### src/rtl/counter_mod_updown.sv
`default_nettype none
// ============================================================================
// Module   : counter_mod_updown
// Brief    : Modulo-MOD up/down counter with clear, clamped load, wrap or
//            saturate mode, terminal-count tick and min/max flags.
// Revision : 1.0 - initial release
// ============================================================================
module counter_mod_updown #(
    parameter int     BITS = 4,
    parameter longint MOD  = 16,
    parameter int     MODE = 0
) (
    input  logic            clk,
    input  logic            rst,
    input  logic            en,
    input  logic            up,
    input  logic            clr,
    input  logic            load,
    input  logic [BITS-1:0] din,
    output logic [BITS-1:0] q,
    output logic            tick,
    output logic            at_max,
    output logic            at_min
);

    // Built one bit wider so MOD == 2**BITS does not overflow before truncation.
    localparam logic [BITS:0]   c_max_w  = (BITS+1)'(MOD - 1);
    localparam logic [BITS:0]   c_pre_w  = (BITS+1)'(MOD - 2);
    localparam logic [BITS-1:0] c_max    = c_max_w[BITS-1:0];
    localparam logic [BITS-1:0] c_premax = c_pre_w[BITS-1:0];
    localparam logic [BITS-1:0] c_one    = BITS'(1);
    localparam logic            c_sat    = (MODE == 1);

    logic [BITS-1:0] r_q;
    logic [BITS-1:0] w_q_next;
    logic            w_step;

    always_comb begin
        w_q_next = r_q;
        if (clr) begin
            w_q_next = '0;
        end else if (load) begin
            w_q_next = (din > c_max) ? c_max : din;
        end else if (en) begin
            if (up) begin
                if (r_q == c_max) w_q_next = c_sat ? r_q : '0;
                else              w_q_next = r_q + c_one;
            end else begin
                if (r_q == '0)    w_q_next = c_sat ? r_q : c_max;
                else              w_q_next = r_q - c_one;
            end
        end
    end

    always_ff @(posedge clk or posedge rst) begin
        if (rst) r_q <= '0;
        else     r_q <= w_q_next;
    end

    assign w_step = en & ~clr & ~load;

    generate
        if (MODE == 1) begin : g_tick_sat
            // Fires on the step that lands on the terminal value, never while held.
            assign tick = w_step & (up ? (r_q == c_premax) : (r_q == c_one));
        end else begin : g_tick_wrap
            assign tick = w_step & (up ? (r_q == c_max) : (r_q == '0));
        end
    endgenerate

    assign q      = r_q;
    assign at_max = (r_q == c_max);
    assign at_min = (r_q == '0);

endmodule
`default_nettype wire

### config.mk
export PLATFORM = sky130hd
export DESIGN_NAME = counter_mod_updown
export DESIGN_NICKNAME = d
export VERILOG_FILES = /design/src/rtl/counter_mod_updown.sv
export SDC_FILE = /design/constraint.sdc
export NUM_CORES = 1
export LEC_CHECK = 0
export ABC_CLOCK_PERIOD_IN_PS = 4340
export BUFFER_PORTS_ARGS = -buffer_cell sky130_fd_sc_hd__buf_2
export CORE_AREA = 2 2 39 41
export CTS_CLUSTER_SIZE = 14
export DETAILED_ROUTE_END_ITERATION = 8
export DIE_AREA = 0 0 41 43
export GPL_ROUTABILITY_DRIVEN = 0
export PLACE_DENSITY_LB_ADDON = 0.05
export REMOVE_ABC_BUFFERS = 1
export SKIP_CTS_REPAIR_TIMING = 1
export SYNTH_ARGS = -nofsm -noshare
export SYNTH_HDL_FRONTEND = slang
export SYNTH_SLANG_ARGS = --single-unit
export TNS_END_PERCENT = 1
### constraint.sdc
create_clock -name clk -period 4.34 [get_ports clk]
set_input_delay 0.651 -clock clk [delete_from_list [all_inputs] [get_ports clk]]
set_output_delay 0.651 -clock clk [all_outputs]
set_load 0.01 [all_outputs]
==> run metrics, run 1 <==
IR Drop Worst-Case VDD=0.0002098 V; layout cells sized above 1=0.3710; GRT Overall Usage=0.1352; routed len/inst=12.53 µm; Max Slew Vio Count=0; Slew headroom=0.7119; initial core utilization=0.2984; CP Max Fanout=7; Yosys cell types=25; DP HPWL=792 µm; critical path type=flip-flop to output port; fin nets=77; asr flop ratio synth=1.000; number of global-route vias before repair=361; iteration-0 DRC count of the detailed router=6; total wire length=977 µm; Root Driver=clkbuf_4; worst slew pin tran=0.4212 ns; Die Y=approximately 43 µm; first-pass GRT wire length=1587 µm; clock buffer depth=2; Post-synth EDFFs=0; critical path endpoint category=output port; fillers=153; CTS Buf Count=3; Buffers on Ports=16; Clock transition at path regs=0.04 ns; clock sinks=4; register area share after synthesis=0.2424; Synth Register Bits=4; CTS tree=yes; Avg Inst Size Synth=9.175 µm²; GR Util met3=0.06283; GR Overflow Total=0; max reg flops=4; clk_skew=around 0.0025 ns; Vias=370; Leakage=roughly 0.00027 µW; Hold Vio Cnt, Final=0; setup_tns=0 ns; Ys Warns=0; Inserted Diodes=0; status=finished, final reports clean; Max-Cap Viols=0; Post-synth top flop=dfrtp_1; depth of the most critical reg-to-reg path=6; DIE WIDTH=41 µm; # H-tree levels=1; drt first pass iters=2; Worst Setup Start Kind=flip-flop; RSZ-0062 raised after global routing=no; io pins=17; antenna viol nets, final=0; fmax=0.4281 GHz; drt drc=0; global routing's busiest layer=met1; PD cells=258.8 nW/µm²; Hold WS=~0.29 ns; final period utilization=0.5382; synthesized cell area=412.9 µm²; met2 Track Usage GR=0.1875; Critical Path RT=3.69 ns; vias per std cell=4.744; Worst-Skew Late Latency=0.23 ns; hold crit path type=primary input to async pin; antenna violations before repair=0; Syn Inst Count=45; Core Area=1384 µm²; # rows=14; CP Data Arrival Time=1.68 ns; die area=1763 µm²; final setup fails=0; fin crit period=between 2 and 2.5 ns; synth-to-layout area growth=24.24%; largest net degree at the start of global routing=11; met1 Use GR=0.1928
[path summary, 6_finish.rpt]
kind | from | endpoint | slack [ns]
max | q[0] | tick | 2.00
min | rst | q[0] | 0.29
max reg2reg | q[0] | q[2] | 2.69
min reg2reg | q[3] | q[3] | 0.75
max in group asynchronous | rst | q[3] | 3.90
min in group clk | clr | q[3] | 0.65
[worst max-delay path: stages (launching register included)]
cell	delay (ns)
dfrtp_1	0.43
inv_1	0.12
ha_1	0.17
nor2b_1	0.18
and2b_2	0.17
mux2i_1	0.06
nor4_1	0.14
buf_2	0.17
[power breakdown]
part           switching [µW]  total (µW)  internal (µW)
registers                5.50        45.9           40.4
clock network            13.7        44.5           30.8
logic                    21.7        42.3           20.6
total                    40.9         133           91.9
[placed cells by master (no fill, tap or decap)]
cell / instances
xnor2_1: 2
ha_1: 3
dfrtp_1: 4
a21oi_1: 2
nor4_1: 1
a21boi_0: 1
o31ai_1: 1
nor4b_1: 1
a2111oi_0: 1
o21ai_0: 1
mux2i_1: 3
and2b_2: 1
buf_2: 16
or4b_1: 1
and3_2: 1
nor3_1: 1
o311a_1: 2
nor2_1: 3
nand2b_1: 2
o221ai_2: 1
a21o_1: 1
nor2b_1: 2
inv_1: 6
nand2_1: 1
clkbuf_4: 3
a221oi_2: 1
[cell usage after synthesis, types with 2 or more instances]
library cell | count | area [µm²]
inv_1 | 6 | 22.52
dfrtp_1 | 4 | 100.1
ha_1 | 3 | 37.54
mux2i_1 | 3 | 30.03
nor2_1 | 3 | 11.26
a21oi_1 | 2 | 10.01
buf_6 | 2 | 22.52
nand2b_1 | 2 | 12.51
nor2b_1 | 2 | 12.51
o311a_1 | 2 | 20.02
xnor2_1 | 2 | 17.52
[per-layer routing]
metal	vias up	share of wire
met2	13	0.42
met5	-	0
met1	159	0.51
met3	0	0.060
li1	198	-
met4	0	0
[through the flow]
stage / instances / setup WS [ns] / area, µm² / total power [µW] / utilization
6_report: 78 / 2.004 / 513.0 / 132.7 / 0.3707
5_1_grt: 78 / 1.798 / 513.0 / 143.0 / 0.3707
4_1_cts: 78 / 1.966 / 513.0 / 135.9 / 0.3707
3_5_place_dp: 75 / 2.224 / 490.5 / 89.16 / 0.3544
3_3_place_gp: 75 / 2.223 / 490.5 / 89.86 / 0.3544
2_1_floorplan: 43 / 2.215 / 390.4 / 71.64 / -
[kinds of logic after synthesis]
group           after synthesis  synth area share
compound gates               11            0.2333
fa+ha+maj                     3           0.09092
simple gates                 14            0.2091
xor+xnor                      2           0.04243
flops                         4            0.2424
mux                           3           0.07273
buf+inv                       8            0.1091
[final cells by class]
| class | instances | area [µm²] | share of cell area |
|---|---|---|---|
| well taps | 16 | 20.02 | 0.03902 |
| inverters | 6 | 22.52 | 0.04390 |
| clock buffers | 3 | 22.52 | 0.04390 |
| repair buffers | 16 | 80.08 | 0.1561 |
| multi-input cells | 33 | 267.8 | 0.5220 |
| flip-flops and latches | 4 | 100.1 | 0.1951 |
(Power assumes the default switching activity.)
==> run 2, diff against run 1 <==
--- a/config.mk
+++ b/config.mk
@@ -5,7 +5,8 @@
 export SDC_FILE = /design/constraint.sdc
 export NUM_CORES = 1
 export LEC_CHECK = 0
-export ABC_CLOCK_PERIOD_IN_PS = 4340
+export ABC_AREA = 1
+export ABC_CLOCK_PERIOD_IN_PS = 1900
 export BUFFER_PORTS_ARGS = -buffer_cell sky130_fd_sc_hd__buf_2
 export CORE_AREA = 2 2 39 41
 export CTS_CLUSTER_SIZE = 14
==> constraint.sdc (replaced) <==
create_clock -name clk -period 1.9 [get_ports clk]
set_input_delay 0.285 -clock clk [delete_from_list [all_inputs] [get_ports clk]]
set_output_delay 0.285 -clock clk [all_outputs]
set_load 0.01 [all_outputs]
==> run metrics, run 2 <==
status=finished, final reports clean; Buffers on Ports=16; Post-synth EDFFs=0; die area=1763 µm²; GRT Overall Usage=0.1280; commonest cells in the netlist=nand2_1 (14), inv_1 (9), nor2_1 (6); clk_skew=0.001939 ns; asr flop ratio synth=1.000; overall power=324.6 µW; clock buffer depth=2; Hold Vio Cnt, Final=0; setup_tns=0 ns; register area share after synthesis=0.2424; PD cells=607.6 nW/µm²; CTS tree=yes; cell mode on critical path=nand2_2; DP HPWL=772.7 µm; layout cells sized above 1=0.3537; fin util=0.3861; Root Driver=clkbuf_4; iteration-0 DRC count of the detailed router=7; Vias=438; initial core utilization=0.2984; worst slew pin tran=0.3902 ns; Max-Cap Viols=0; drt drc=0; CP Cell Sequence=inv_1, ha_1, nand2_2, nand2_2, nand4_1, a21oi_1, buf_2; CTS Buf Count=3; DIE WIDTH=41 µm; Avg Inst Size Synth=6.554 µm²; synthesized cell area=412.9 µm²; max reg flops=4; Yosys cell types=19; antenna viol nets, final=0; Critical Path RT=1.62 ns; # rows=14; routed len/inst=9.388 µm; GR Overflow Total=0; Worst-Skew Late Latency=between 0.2 and 0.25 ns; final period utilization=0.9108; Core Area=between 1000 and 1500 µm²; Worst Setup Start Kind=flip-flop; Ys Warns=0; most frequent cells in the layout=buf_2 (16), nand2_1 (14), inv_1 (9); first-pass GRT wire length=roughly 1500 µm; most numerous cell in the Yosys netlist=nand2_1; Inserted Diodes=0; fmax=0.5779 GHz; Synth Register Bits=4; RSZ-0062 raised after global routing=no; critical path endpoint category=output port; IR Drop Worst-Case VDD=0.0003507 V; total wire length=920 µm; Area contributors post-synth=dfrtp_1 (24%), nand2_1 (13%), ha_1 (9.1%), inv_1 (8.2%), nand2_2 (6.1%); io pins=17; Worst Hold Depth=4; synth-to-layout area growth=29.39%; area leader, netlist=dfrtp_1; Syn Inst Count=between 60 and 70; Clock transition at path regs=0.04 ns; placed cell area=501.7 µm²; hold crit path type=primary input to flip-flop; Die Y=around 43 µm; CP Max Fanout=6; Final Cell Area=534.3 µm²; Post-synth top flop=dfrtp_1; number of global-route vias before repair=between 300 and 400; area fraction of the dominant cell type after synthesis=0.2424; depth of the most critical reg-to-reg path=6; Worst path slowest cell=dfrtp_1; final setup fails=0; Leakage=0.0003158 µW; # H-tree levels=1; max incr delay on CP=approximately 0.42 ns; vias per std cell=4.469; CP Data Arrival Time=about 1.5 ns; most common cell after layout, fill and taps aside=buf_2; drt first pass iters=4; antenna violations before repair=0; fin nets=97; critical path type=flip-flop to output port; fin crit period=approximately 1.7 ns; Slew headroom=0.7399; clock sinks=4; largest net degree at the start of global routing=10; Max Slew Vio Count=0
run 2: changes by cell type in the layout (fill, tap and decap cells not counted), moves of 2 or more:
| cell | previous run | this run |
|---|---|---|
| o21ai_1 | 0 | 2 |
| nand4_1 | 0 | 2 |
| nand2_2 | 0 | 4 |
| inv_2 | 0 | 3 |
| mux2i_1 | 3 | 0 |
| o311a_1 | 2 | 0 |
| nor2b_1 | 2 | 0 |
| nand2_1 | 1 | 14 |
| inv_1 | 6 | 9 |
| nand3_1 | 0 | 4 |
| xnor2_1 | 2 | 0 |
| nor2_1 | 3 | 6 |
| nand2b_1 | 2 | 0 |
run 2: report_power, final:
part | internal [µW] | switching [µW]
Sequential | 94.1 | 19.4
Clock | 70.4 | 31.0
Combinational | 48.2 | 61.6
run 2: cells by family after synthesis:
kind of cell	count (synthesis)	synth area share
and+or+nand+nor	33	0.3879
buffers and inverters	13	0.1364
AOI/OAI and AO/OA	9	0.1212
DFF	4	0.2424
adders and majority gates	3	0.09092
xor gates and xnor gates	1	0.02122
run 2: layout make-up:
| cell class | instances | area, µm² |
|---|---|---|
| Sequential cell | 4 | 100.1 |
| Inverter | 12 | 45.04 |
| Tap cell | 16 | 20.02 |
| Timing Repair Buffer | 17 | 90.09 |
| Multi-Input combinational cell | 46 | 256.5 |
| Clock buffer | 3 | 22.52 |
| Fill cell | 170 | 849.6 |
run 2: final timing paths:
kind / startpoint / endpoint / slack, ns
worst max-delay path: q[0] / tick / 0.17
worst max register to register: q[0] / q[1] / 0.52
worst min register to register: q[3] / q[3] / 0.66
min in group asynchronous: rst / q[1] / 0.48
max in group asynchronous: rst / q[3] / 1.27
worst min-delay path: clr / q[2] / 0.34
run 2: worst max-delay path: cells and delay by family, from the launching register on:
kind            cells  cell delay [ns]
fa+ha+maj           1             0.18
compound gates      1             0.11
buf+inv             2             0.29
simple gates        3             0.22
flops               1             0.42
run 2: stage by stage:
| step | setup slack [ns] | std cells | hold slack, ns |
|---|---|---|---|
| floorplan | 0.4578 | 62 | 0.05108 |
| global placement | 0.4225 | 94 | 0.1687 |
| detailed placement | 0.3978 | 94 | 0.1718 |
| CTS | 0.1469 | 97 | -0.07497 |
| global route | 0.01723 | 98 | 0.3646 |
| finish | 0.1695 | 98 | 0.3432 |
run 2: metal layers:
metal / wire length [µm] / track usage / part of all wire
met1: 390 / 0.1564 / 0.42
met2: 498 / 0.2000 / 0.54
met3: 31 / 0.04712 / 0.034
met4: 0 / 0.04000 / 0
met5: 0 / 0 / 0
